$ cat src/rtl/clue_encoder_pkg.sv
// Shared nonogram definitions used by the clue encoder.
//   MAX_ROWS / MAX_COLS : largest supported board
//   RUN_SLOTS           : run buffer depth (ceil(11/2) runs per line at most)
//   END_BYTE            : stream terminator, never a legal count or length
//   enc_state_e         : clue encoder FSM states
//   cell_index(r, c)    : bit position of cell (r,c) in the flattened board
package nonogram_pkg;

    localparam int unsigned MAX_ROWS  = 11;
    localparam int unsigned MAX_COLS  = 11;
    localparam int unsigned RUN_SLOTS = 6;
    localparam logic [7:0]  END_BYTE  = 8'hFF;

    typedef enum logic [2:0] {
        StIdle,
        StHdr,
        StScan,
        StEmitCnt,
        StEmitRun,
        StEnd,
        StFin,
        StWait
    } enc_state_e;

    function automatic int unsigned cell_index(input int unsigned r, input int unsigned c);
        return r * MAX_COLS + c;
    endfunction

endpackage

$ cat src/rtl/clue_encoder_if.sv
// Bundle between the solver / uart_tx side and clue_encoder.
//   valid_in, solution, m, n : start request and the board to encode
//   transmit_done            : uart_tx finished the current byte
//   send, byte_out           : byte strobe towards uart_tx
//   done, busy               : stream status
// slave is the encoder's view, master the surrounding logic's view.
interface clue_encoder_if #(
    parameter int unsigned MAX_ROWS = nonogram_pkg::MAX_ROWS,
    parameter int unsigned MAX_COLS = nonogram_pkg::MAX_COLS
) ();

    logic                         valid_in;
    logic [MAX_ROWS*MAX_COLS-1:0] solution;
    logic [$clog2(MAX_ROWS):0]    m;
    logic [$clog2(MAX_COLS):0]    n;
    logic                         transmit_done;
    logic                         send;
    logic [7:0]                   byte_out;
    logic                         done;
    logic                         busy;

    modport slave (
        input  valid_in, solution, m, n, transmit_done,
        output send, byte_out, done, busy
    );

    modport master (
        output valid_in, solution, m, n, transmit_done,
        input  send, byte_out, done, busy
    );

endinterface

$ cat src/rtl/line_run_extractor.sv
// Run-length extractor for one board line, fed one cell per cycle.
//   clk_50mhz, rst : clock, synchronous active-high reset
//   start          : first cycle of a line; bit_in already carries cell 0
//   line_len       : cells in this line
//   bit_in         : current cell, 1 = filled
//   runs_valid     : results ready; held until the next start
//   run_count      : number of runs found
//   runs           : run lengths in index order
module line_run_extractor
    import nonogram_pkg::*;
#(
    parameter int unsigned LenW = 4
) (
    input  logic            clk_50mhz,
    input  logic            rst,
    input  logic            start,
    input  logic [LenW-1:0] line_len,
    input  logic            bit_in,
    output logic            runs_valid,
    output logic [3:0]      run_count,
    output logic [3:0]      runs [RUN_SLOTS]
);

    logic            active_q, active_d;
    logic            valid_q, valid_d;
    logic [LenW-1:0] pos_q, pos_d;
    logic [3:0]      cur_q, cur_d;
    logic [2:0]      cnt_q, cnt_d;
    logic [3:0]      runs_q [RUN_SLOTS];
    logic [3:0]      runs_d [RUN_SLOTS];

    logic [LenW-1:0] pos_b;
    logic [3:0]      cur_b;
    logic [2:0]      cnt_b;
    logic            last;

    always_comb begin
        active_d = active_q;
        valid_d  = valid_q;
        pos_d    = pos_q;
        cur_d    = cur_q;
        cnt_d    = cnt_q;
        runs_d   = runs_q;
        // On start the previous line's state is discarded in the same cycle.
        pos_b    = start ? '0 : pos_q;
        cur_b    = start ? '0 : cur_q;
        cnt_b    = start ? '0 : cnt_q;
        last     = (pos_b == line_len - 1'b1);

        if (start) begin
            for (int i = 0; i < RUN_SLOTS; i++) begin
                runs_d[i] = '0;
            end
            cnt_d    = '0;
            cur_d    = '0;
            pos_d    = '0;
            active_d = 1'b0;
            valid_d  = (line_len == '0);
        end

        if ((start || active_q) && line_len != '0) begin
            cur_d = bit_in ? cur_b + 4'd1 : 4'd0;
            // A run closes on a 1->0 edge or when the line ends while filled.
            if (!bit_in && cur_b != 4'd0) begin
                if (cnt_b < 3'(RUN_SLOTS)) begin
                    runs_d[cnt_b] = cur_b;
                    cnt_d         = cnt_b + 3'd1;
                end
            end else if (bit_in && last) begin
                if (cnt_b < 3'(RUN_SLOTS)) begin
                    runs_d[cnt_b] = cur_b + 4'd1;
                    cnt_d         = cnt_b + 3'd1;
                end
            end
            pos_d    = pos_b + 1'b1;
            active_d = !last;
            valid_d  = last;
        end
    end

    always_ff @(posedge clk_50mhz) begin
        if (rst) begin
            active_q <= 1'b0;
            valid_q  <= 1'b0;
            pos_q    <= '0;
            cur_q    <= '0;
            cnt_q    <= '0;
            for (int i = 0; i < RUN_SLOTS; i++) begin
                runs_q[i] <= '0;
            end
        end else begin
            active_q <= active_d;
            valid_q  <= valid_d;
            pos_q    <= pos_d;
            cur_q    <= cur_d;
            cnt_q    <= cnt_d;
            runs_q   <= runs_d;
        end
    end

    assign runs_valid = valid_q;
    assign run_count  = {1'b0, cnt_q};
    assign runs       = runs_q;

endmodule

$ cat src/rtl/clue_encoder.sv
// Re-encodes a solved board as the parser's clue byte stream:
//   m, n, per-row clues, per-column clues, 0xFF.
// Each line clue is its run count followed by the run lengths.
//   clk_50mhz, rst : clock, synchronous active-high reset
//   bus            : start request / board in, uart_tx byte handshake out
// MAX_ROWS / MAX_COLS must match nonogram_pkg, which fixes cell_index().
module clue_encoder #(
    parameter int unsigned MAX_ROWS = nonogram_pkg::MAX_ROWS,
    parameter int unsigned MAX_COLS = nonogram_pkg::MAX_COLS
) (
    input logic           clk_50mhz,
    input logic           rst,
    clue_encoder_if.slave bus
);

    import nonogram_pkg::*;

    localparam int unsigned MW   = $clog2(MAX_ROWS) + 1;
    localparam int unsigned NW   = $clog2(MAX_COLS) + 1;
    localparam int unsigned LenW = $clog2((MAX_ROWS > MAX_COLS ? MAX_ROWS : MAX_COLS) + 1);
    localparam int unsigned IdxW = $clog2(MAX_ROWS * MAX_COLS);

    enc_state_e                   state_q, state_d, ret_q, ret_d;
    logic [MAX_ROWS*MAX_COLS-1:0] board_q, board_d;
    logic [MW-1:0]                m_q, m_d;
    logic [NW-1:0]                n_q, n_d;
    logic                         hdr_n_q, hdr_n_d;
    logic                         col_q, col_d;
    logic [LenW-1:0]              line_q, line_d;
    logic [LenW-1:0]              pos_q, pos_d;
    logic                         started_q, started_d;
    logic [2:0]                   run_idx_q, run_idx_d;
    logic [7:0]                   byte_q;

    logic [LenW-1:0] line_len, num_lines, cell_r, cell_c;
    logic [IdxW-1:0] cell_idx;
    logic            last_line, ext_start, ext_bit;
    logic            runs_valid;
    logic [3:0]      run_count;
    logic [3:0]      runs [RUN_SLOTS];
    logic            send_c, done_c;
    logic [7:0]      cur_byte;
    enc_state_e      nl_ret;

    // Rows are n cells long and m in number; columns the other way round.
    assign line_len  = col_q ? LenW'(m_q) : LenW'(n_q);
    assign num_lines = col_q ? LenW'(n_q) : LenW'(m_q);
    assign last_line = (line_q == num_lines - 1'b1);
    assign nl_ret    = (col_q && last_line) ? StEnd : StScan;
    assign cell_r    = col_q ? pos_q : line_q;
    assign cell_c    = col_q ? line_q : pos_q;
    assign cell_idx  = IdxW'(cell_index(int'(cell_r), int'(cell_c)));
    assign ext_bit   = board_q[cell_idx];

    line_run_extractor #(
        .LenW(LenW)
    ) u_extractor (
        .clk_50mhz (clk_50mhz),
        .rst       (rst),
        .start     (ext_start),
        .line_len  (line_len),
        .bit_in    (ext_bit),
        .runs_valid(runs_valid),
        .run_count (run_count),
        .runs      (runs)
    );

    always_comb begin
        state_d   = state_q;
        ret_d     = ret_q;
        board_d   = board_q;
        m_d       = m_q;
        n_d       = n_q;
        hdr_n_d   = hdr_n_q;
        col_d     = col_q;
        line_d    = line_q;
        pos_d     = pos_q;
        started_d = started_q;
        run_idx_d = run_idx_q;
        send_c    = 1'b0;
        done_c    = 1'b0;
        cur_byte  = byte_q;
        ext_start = 1'b0;

        unique case (state_q)
            StIdle: begin
                if (bus.valid_in) begin
                    board_d = bus.solution;
                    m_d     = (bus.m > MW'(MAX_ROWS)) ? MW'(MAX_ROWS) : bus.m;
                    n_d     = (bus.n > NW'(MAX_COLS)) ? NW'(MAX_COLS) : bus.n;
                    hdr_n_d = 1'b0;
                    state_d = StHdr;
                end
            end
            StHdr: begin
                send_c  = 1'b1;
                state_d = StWait;
                if (!hdr_n_q) begin
                    cur_byte = 8'(m_q);
                    hdr_n_d  = 1'b1;
                    ret_d    = StHdr;
                end else begin
                    cur_byte  = 8'(n_q);
                    ret_d     = (m_q == '0 || n_q == '0) ? StEnd : StScan;
                    col_d     = 1'b0;
                    line_d    = '0;
                    pos_d     = '0;
                    started_d = 1'b0;
                end
            end
            StScan: begin
                // The first scan cycle presents cell 0 together with start.
                ext_start = !started_q;
                started_d = 1'b1;
                if (pos_q < line_len - 1'b1) begin
                    pos_d = pos_q + 1'b1;
                end
                if (started_q && runs_valid) begin
                    state_d = StEmitCnt;
                end
            end
            StEmitCnt: begin
                send_c    = 1'b1;
                cur_byte  = 8'(run_count);
                run_idx_d = '0;
                state_d   = StWait;
                if (run_count == 4'd0) begin
                    ret_d     = nl_ret;
                    col_d     = col_q | last_line;
                    line_d    = last_line ? '0 : line_q + 1'b1;
                    pos_d     = '0;
                    started_d = 1'b0;
                end else begin
                    ret_d = StEmitRun;
                end
            end
            StEmitRun: begin
                send_c    = 1'b1;
                cur_byte  = 8'(runs[run_idx_q]);
                run_idx_d = run_idx_q + 3'd1;
                state_d   = StWait;
                if ({1'b0, run_idx_q} + 4'd1 == run_count) begin
                    ret_d     = nl_ret;
                    col_d     = col_q | last_line;
                    line_d    = last_line ? '0 : line_q + 1'b1;
                    pos_d     = '0;
                    started_d = 1'b0;
                end else begin
                    ret_d = StEmitRun;
                end
            end
            StEnd: begin
                send_c   = 1'b1;
                cur_byte = END_BYTE;
                ret_d    = StFin;
                state_d  = StWait;
            end
            StFin: begin
                done_c  = 1'b1;
                state_d = StIdle;
            end
            StWait: begin
                if (bus.transmit_done) begin
                    state_d = ret_q;
                end
            end
            default: state_d = StIdle;
        endcase
    end

    always_ff @(posedge clk_50mhz) begin
        if (rst) begin
            state_q   <= StIdle;
            ret_q     <= StIdle;
            board_q   <= '0;
            m_q       <= '0;
            n_q       <= '0;
            hdr_n_q   <= 1'b0;
            col_q     <= 1'b0;
            line_q    <= '0;
            pos_q     <= '0;
            started_q <= 1'b0;
            run_idx_q <= '0;
            byte_q    <= '0;
        end else begin
            state_q   <= state_d;
            ret_q     <= ret_d;
            board_q   <= board_d;
            m_q       <= m_d;
            n_q       <= n_d;
            hdr_n_q   <= hdr_n_d;
            col_q     <= col_d;
            line_q    <= line_d;
            pos_q     <= pos_d;
            started_q <= started_d;
            run_idx_q <= run_idx_d;
            byte_q    <= cur_byte;
        end
    end

    // byte_out keeps the last strobed byte between sends.
    assign bus.send     = send_c;
    assign bus.byte_out = cur_byte;
    assign bus.done     = done_c;
    assign bus.busy     = (state_q != StIdle) && (state_q != StFin);

endmodule

$ cat src/flat_wrapper.sv
// flat-port wrapper written by rule: the top's interface ports become plain ports
module clue_encoder_flat import nonogram_pkg::*;
#(
    parameter int unsigned MAX_ROWS = nonogram_pkg::MAX_ROWS,
    parameter int unsigned MAX_COLS = nonogram_pkg::MAX_COLS
)
  (clk_50mhz, rst, bus_valid_in, bus_solution, bus_m, bus_n, bus_transmit_done, bus_send, bus_byte_out, bus_done, bus_busy);
  clue_encoder_if #(.MAX_ROWS(MAX_ROWS), .MAX_COLS(MAX_COLS)) bus_i ();
  input logic clk_50mhz;
  input logic rst;
  input wire logic [$bits(bus_i.valid_in)-1:0] bus_valid_in;
  input wire logic [$bits(bus_i.solution)-1:0] bus_solution;
  input wire logic [$bits(bus_i.m)-1:0] bus_m;
  input wire logic [$bits(bus_i.n)-1:0] bus_n;
  input wire logic [$bits(bus_i.transmit_done)-1:0] bus_transmit_done;
  output wire logic [$bits(bus_i.send)-1:0] bus_send;
  output wire logic [$bits(bus_i.byte_out)-1:0] bus_byte_out;
  output wire logic [$bits(bus_i.done)-1:0] bus_done;
  output wire logic [$bits(bus_i.busy)-1:0] bus_busy;
  assign bus_i.valid_in = bus_valid_in;
  assign bus_i.solution = bus_solution;
  assign bus_i.m = bus_m;
  assign bus_i.n = bus_n;
  assign bus_i.transmit_done = bus_transmit_done;
  assign bus_send = bus_i.send;
  assign bus_byte_out = bus_i.byte_out;
  assign bus_done = bus_i.done;
  assign bus_busy = bus_i.busy;
  clue_encoder #(.MAX_ROWS(MAX_ROWS), .MAX_COLS(MAX_COLS)) u_core (.clk_50mhz(clk_50mhz), .rst(rst), .bus(bus_i));
endmodule
$ cat config.mk
export PLATFORM = sky130hd
export DESIGN_NAME = clue_encoder_flat
export DESIGN_NICKNAME = d
export VERILOG_FILES = /design/src/rtl/clue_encoder_pkg.sv /design/src/rtl/clue_encoder_if.sv /design/src/rtl/line_run_extractor.sv /design/src/rtl/clue_encoder.sv /design/src/flat_wrapper.sv
export SDC_FILE = /design/constraint.sdc
export NUM_CORES = 1
export LEC_CHECK = 0
export CORE_UTILIZATION = 55
export DETAILED_ROUTE_END_ITERATION = 12
export PLACE_DENSITY = 0.8
export SLEW_MARGIN = 20
export SYNTH_ARGS = -nofsm -noshare
export SYNTH_HDL_FRONTEND = slang
export SYNTH_SLANG_ARGS = --single-unit
$ cat constraint.sdc
create_clock -name clk_50mhz -period 6.78 [get_ports clk_50mhz]
set_clock_uncertainty 0.15 [all_clocks]
set_input_delay 0.678 -clock clk_50mhz [delete_from_list [all_inputs] [get_ports clk_50mhz]]
set_output_delay 0.678 -clock clk_50mhz [all_outputs]
set_load 0.005 [all_outputs]
==> results of run 1 <==
==> path summary, 6_finish.rpt <==
| path | from | end | slack [ps] | cells after the start |
|---|---|---|---|---|
| setup / recovery | u_core.col_q | u_core.u_extractor.runs[9] | 1170 | 16 |
| setup reg to reg | u_core.col_q | u_core.u_extractor.runs[9] | 1170 | 16 |
| hold reg to reg | u_core.board_q[106] | u_core.board_q[106] | 300 | 2 |
| hold / removal | u_core.board_q[106] | u_core.board_q[106] | 300 | 2 |
==> cells by family after synthesis <==
logic type      Yosys count  share of synthesized area
compound gates          308                      0.179
mux                      74                      0.111
xor+xnor                 30                     0.0250
buf+inv                 126                     0.0540
fa+ha+maj                31                     0.0391
simple gates            518                      0.218
flops                   196                      0.374
==> layout make-up <==
| type | count | area [um^2] | share of cell area |
|---|---|---|---|
| repair buffers | 159 | 1550 | 0.124 |
| clock buffers | 18 | 429 | 0.0342 |
| well taps | 234 | 293 | 0.0234 |
| multi-input cells | 961 | 6030 | 0.481 |
| clock inverters | 14 | 198 | 0.0158 |
| flip-flops and latches | 196 | 3920 | 0.313 |
| inverters | 29 | 109 | 0.00869 |
==> sequential cells by signal, indices dropped and copies added, names as in the netlist <==
name                           count
u_core.col_q                       1
u_core.board_q                   121
u_core.u_extractor.active_q        1
u_core.byte_q                      8
u_core.pos_q                       4
u_core.state_q                     3
u_core.started_q                   1
u_core.u_extractor.runs_valid      1
u_core.u_extractor.runs           24
u_core.u_extractor.cur_q           4
u_core.m_q                         5
u_core.run_idx_q                   3
u_core.line_q                      4
u_core.u_extractor.pos_q           4
u_core.ret_q                       3
u_core.u_extractor.cnt_q           3
u_core.hdr_n_q                     1
u_core.n_q                         5
==> layout by cell type (no fill, tap or decap), types with 5 or more instances in the layout <==
cell	n
and3_1	10
nand3_1	52
buf_4	15
mux4_2	32
mux2_2	11
nand4_1	17
clkbuf_16	17
dfxtp_1	196
o31ai_1	5
nor3_1	25
clkdlybuf4s50_1	144
ha_1	28
clkinv_8	8
xnor2_1	15
o221a_2	7
xor2_1	15
a31oi_1	10
mux2i_1	28
o22ai_1	6
a21o_1	6
nor2_1	56
inv_1	25
nand2b_1	10
o21ai_0	31
and2_1	9
o21a_1	5
a21oi_1	179
nor4_1	7
a211oi_1	7
nand2_1	306
==> per-layer routing <==
metal,GRT usage,up-vias,part of all wire
met5,0,-,0.00045
met4,0.145,2,0.031
met3,0.0530,84,0.064
met2,0.500,426,0.50
met1,0.372,4663,0.41
li1,-,4679,-
==> through the flow <==
| step | hold WS [ps] | area, um^2 |
|---|---|---|
| 4_1_cts | 305 | 12500 |
| 2_1_floorplan | 283 | 10500 |
| 3_5_place_dp | 294 | 11900 |
| 6_report | 303 | 12500 |
| 3_3_place_gp | 291 | 11900 |
| 5_1_grt | 325 | 12500 |
==> power groups by stage <==
| stage | registers, W | logic (W) | clock network [W] |
|---|---|---|---|
| 4_1_cts | 0.00133 | 0.000754 | 0.00105 |
| 3_3_place_gp | 0.00135 | 0.000730 | 0 |
| 3_5_place_dp | 0.00135 | 0.000746 | 0 |
| 5_1_grt | 0.00134 | 0.000828 | 0.00110 |
| 6_report | 0.00133 | 0.000756 | 0.00105 |
| 2_1_floorplan | 0.00131 | 0.000545 | 0 |
==> critical path: cells and delay by family, from the launching register on <==
family | cells | cell delay [ps]
DFF | 1 | 380
adders and majority gates | 3 | 1920
muxes | 4 | 1380
AOI/OAI and AO/OA | 2 | 410
buffers and inverters | 3 | 780
and+or+nand+nor | 4 | 420
==> Yosys cell counts (10+ instances only) <==
cell type and n:
a21oi_1 179, a31oi_1 11, and2_1 10, and3_1 10, clkbuf_1 71, dfxtp_1 196, ha_1 28, inv_1 25
mux2_2 11, mux2i_1 28, mux4_2 32, nand2_1 307, nand2b_1 10, nand3_1 52, nand4_1 17, nor2_1 56
nor3_1 26, o21ai_0 31, xnor2_1 15, xor2_1 15
==> results.yml, run 1 <==
clocking:
  cts_buffers: 17
  clk_latency_ps: 460
  cts_sinks: 196
  post-cts-setup-buffer-count: 0
  cts-resized-gates: 0
  cts_tree: "built"
  hold_buffers: 0
  cts_max_level: 4
  cts.path.max_buffers: 2
  root_buffer: "clkbuf_16"
  clkTransAtPathRegs_ps: 80
timing:
  worst_pin_slew_ps: 981
  tns_ps: 0
  setup_viol: 0
  max_freq_ghz: 0.178
  rsz0062_at_grt: "false"
  worst_slack_ps: 1170
  min_period_over_period: 0.827
  worst_slew_margin_rel: 0.346
  slew_viol_final: 0
  min_period_ps: 5610
  finalHoldViolCount: 0
critical_path:
  critPathSlowestCell: "fa_1"
  cp_cell_sequence: "buf_4, nand2_1, o21ai_0, ha_1, inv_1, fa_1, fa_1, inv_1, nand3_1, nand4_1, mux2i_1, mux2i_1, mux2_4, mux2i_2, a2bb2oi_1, nor4_1"
  crit_path_max_incr_delay_ps: 1170
  path_class: "flip-flop to flip-flop"
  critical_path.max_fanout: 29
  cp.arrival_ps: 5750
  critical_path_required_ps: 6920
  crit_path_end_kind: "flip-flop"
  startpoint_type: "flip-flop"
global_routing:
  gr-total-overflow: 0
  grt_max_degree: 91
  grt_pass1_vias: 9370
  antenna_found_initial: 1
  track_usage: 0.299
  grt_pass1_wl_um: 46800
pwr:
  p_clk_frac: 0.335
  design_power_total_w: 0.00314
  seqPwrFrac: 0.424
  p_sw_frac: 0.334
  p_per_area_mw_per_mm2: 250
  p_comb_frac: 0.241
  power.switching_w: 0.00105
  vdd_drop_max_mv: 0.165
  p_leak_nw: 4.48
  p_int_w: 0.00209
route:
  drc: 0
  wl_per_cell_um: 17.9
  num_vias: 9854
  drt-total-wl_um: 28900
  vias_per_cell: 6.12
  first_pass_iters: 5
  ant_nets: 0
  dr.first_iter.drc_count: 813
worst_hold_path:
  hp-class: "flip-flop to flip-flop"
logic_synthesis:
  synth_area_leader_cell: "dfxtp_1"
  ys_warn_count: 0
  synth-edff-count: 0
  ys_dominant_reg_cell: "dfxtp_1"
  synthesis.area_mm2: 0.0105
  synth.distinct_cells: 75
  netlist_instances: 1283
  mappedNetlistNets: 1449
  synth.avg_cell_area_um2: 8.18
  synth_seq_cells: 196
  yosysTopAreaCellShare: 0.374
  async_flop_share: 0
  synth.area.top_cells: "dfxtp_1 37%, nand2_1 11%, a21oi_1 8.5%"
  ys_seq_area_frac: 0.374
cells_and_area:
  nets: 1530
  layoutNonFillerInstCount: 1611
  syn_to_final_growth_pct: 19.4
  antenna_cells: 0
  post-route-util: 0.670
  fill_cells: 1501
  drive_above_1_share: 0.0879
floorplanning:
  rows: 50
  die_h_um: 140
  coreArea_mm2: 0.0187
  ios: 146
  die_width_um: 140
  start_util: 0.561
  die_area_mm2: 0.0196
outcome:
  status: "completed"
placed_design:
  pre_cts_ws_ps: 1290
  port_buffers: 145
  hpwl_um: 19700
  gp_congestion: 0.947
  dpl.cell_count: 1579
run:
  drv_cap: 0
Power figures use the tool's default switching activity.
==> run 2: changes to the inputs <==
- CORE_UTILIZATION: 55 -> 50
- PLACE_DENSITY: 0.8 -> 0.77
- clock period: 6.78 -> 4.8 ns (I/O delays scaled with it)
==> results.yml, run 2 (synthesized netlist as in run 1, its figures left out) <==
outcome:
  status: "completed"
clocking:
  cts-resized-gates: 0
  clkTransAtPathRegs_ps: 80
  hold_buffers: 0
  cts_tree: "built"
  cts.path.max_buffers: 2
  root_buffer: "clkbuf_16"
  cts_sinks: 196
  cts_max_level: 4
  cts_buffers: 17
  post-cts-setup-buffer-count: 0
  clk_latency_ps: 450
placed_design:
  pre_cts_ws_ps: 53.0
  port_buffers: 145
  placedInstanceArea_mm2: 0.0122
  gp_congestion: 0.924
  dpl.cell_count: 1636
  hpwl_um: 20200
timing:
  slew_viol_final: 0
  min_period_over_period: 0.968
  holdWs_ps: 306
  min_period_ps: 4640
  worst_slew_margin_rel: 0.307
  rsz0062_at_grt: "true"
  worst_pin_slew_ps: 1030
  worst_slack_ps: 156
  finalHoldViolCount: 0
  setup_viol: 0
  max_freq_ghz: 0.215
pwr:
  vdd_drop_max_mv: 0.282
  seqPwrFrac: 0.417
  p_leak_nw: 4.63
  p_per_area_mw_per_mm2: 349
  power.switching_w: 0.00150
  p_int_w: 0.00299
  p_comb_frac: 0.250
  p_clk_frac: 0.333
  p_sw_frac: 0.334
floorplanning:
  die_width_um: 147
  rows: 52
  start_util: 0.514
  die_area_mm2: 0.0216
  die_h_um: 147
  coreArea_mm2: 0.0204
  ios: 146
cells_and_area:
  fill_cells: 1700
  nets: 1551
  final_cell_area_mm2: 0.0128
  post-route-util: 0.628
  final_common_cell: "nand2_1"
  mostFrequentLayoutCells: "306 x nand2_1, 195 x dfxtp_1, 178 x a21oi_1, 144 x clkdlybuf4s50_1, 56 x nor2_1"
  largest_register: "u_core.board_q"
  largest_reg_flops: 121
  layoutNonFillerInstCount: 1668
  antenna_cells: 0
  syn_to_final_growth_pct: 22.3
  drive_above_1_share: 0.110
critical_path:
  cp_common_cell: "buf_4"
  startpoint_type: "flip-flop"
  cp_cell_sequence: "mux2_2, ha_1, ha_1, inv_1, fa_1, inv_1, ha_2, xor2_2, buf_4, nand3_1, nand4_1, mux2i_1, mux2i_1, mux2_4, buf_4, buf_4, a21oi_1, o2bb2ai_1, a221o_1"
  rr_worst_depth: 19
  critical_path_required_ps: 4980
  critical_path.max_fanout: 9
  cp.arrival_ps: 4820
  critPathSlowestCell: "fa_1"
  crit_path_max_incr_delay_ps: 540
  path_class: "flip-flop to flip-flop"
  crit_path_end_kind: "flip-flop"
global_routing:
  track_usage: 0.276
  grt_pass1_wl_um: 47900
  grt_max_degree: 112
  grt_pass1_vias: 9438
  gr-total-overflow: 0
  antenna_found_initial: 0
worst_hold_path:
  hold_depth: 2
  hp-class: "flip-flop to flip-flop"
route:
  drc: 0
  drt-total-wl_um: 29400
  vias_per_cell: 5.87
  first_pass_iters: 6
  ant_nets: 0
  dr.first_iter.drc_count: 615
  num_vias: 9795
  wl_per_cell_um: 17.6
run:
  drv_cap: 0
==> run 2: cell count changes in the layout (fill, tap and decap cells not counted), sizes merged <==
cell    previous run  this run
buf               15        36
clkinv            11        10
clkbuf            18        17
inv               32        34
==> run 2: critical path: cells and delay by family (launching register included) <==
| kind | cells | cell delay, ps |
|---|---|---|
| and+or+nand+nor | 2 | 220 |
| adders and majority gates | 4 | 1500 |
| xor gates and xnor gates | 1 | 230 |
| DFF | 1 | 360 |
| buffers and inverters | 5 | 650 |
| muxes | 4 | 960 |
| AOI/OAI and AO/OA | 3 | 470 |
==> run 2: worst paths after layout <==
kind,startpoint,end,slack [ps]
setup / recovery,u_core.col_q,u_core.u_extractor.runs[17],160
hold / removal,u_core.board_q[58],u_core.board_q[58],310
setup reg to reg,u_core.col_q,u_core.u_extractor.runs[17],160
hold reg to reg,u_core.board_q[58],u_core.board_q[58],310
==> run 2: cell type report <==
class,instances,area [um^2],area share
Clock buffer,17,425,0.0331
Clock inverter,15,198,0.0154
Inverter,29,109,0.00848
Multi-Input combinational cell,961,6080,0.474
Sequential cell,196,3930,0.306
Tap cell,270,338,0.0263
Timing Repair Buffer,180,1760,0.137
==> run 2: stage by stage <==
stage | power [W] | TNS [ps]
after global routing | 0.00469 | -5.77
after CTS | 0.00448 | 0
after floorplan | 0.00263 | 0
after global placement | 0.00299 | 0
after detailed placement | 0.00301 | 0
final | 0.00449 | 0
==> run 2: routing by layer <==
metal | vias up | share of wire | global-route usage
met5 | - | 0 | 0
met4 | 0 | 0.029 | 0.107
met3 | 64 | 0.061 | 0.0547
met2 | 355 | 0.49 | 0.465
met1 | 4655 | 0.42 | 0.349
li1 | 4721 | - | -
==> run 2: power by group through the flow <==
| stage | Sequential, W | Clock [W] | Combinational [W] |
|---|---|---|---|
| finish | 0.00187 | 0.00149 | 0.00112 |
| detailed placement | 0.00190 | 0 | 0.00110 |
| floorplan | 0.00185 | 0 | 0.000773 |
| global route | 0.00189 | 0.00158 | 0.00123 |
| CTS | 0.00187 | 0.00150 | 0.00111 |
| global placement | 0.00190 | 0 | 0.00109 |
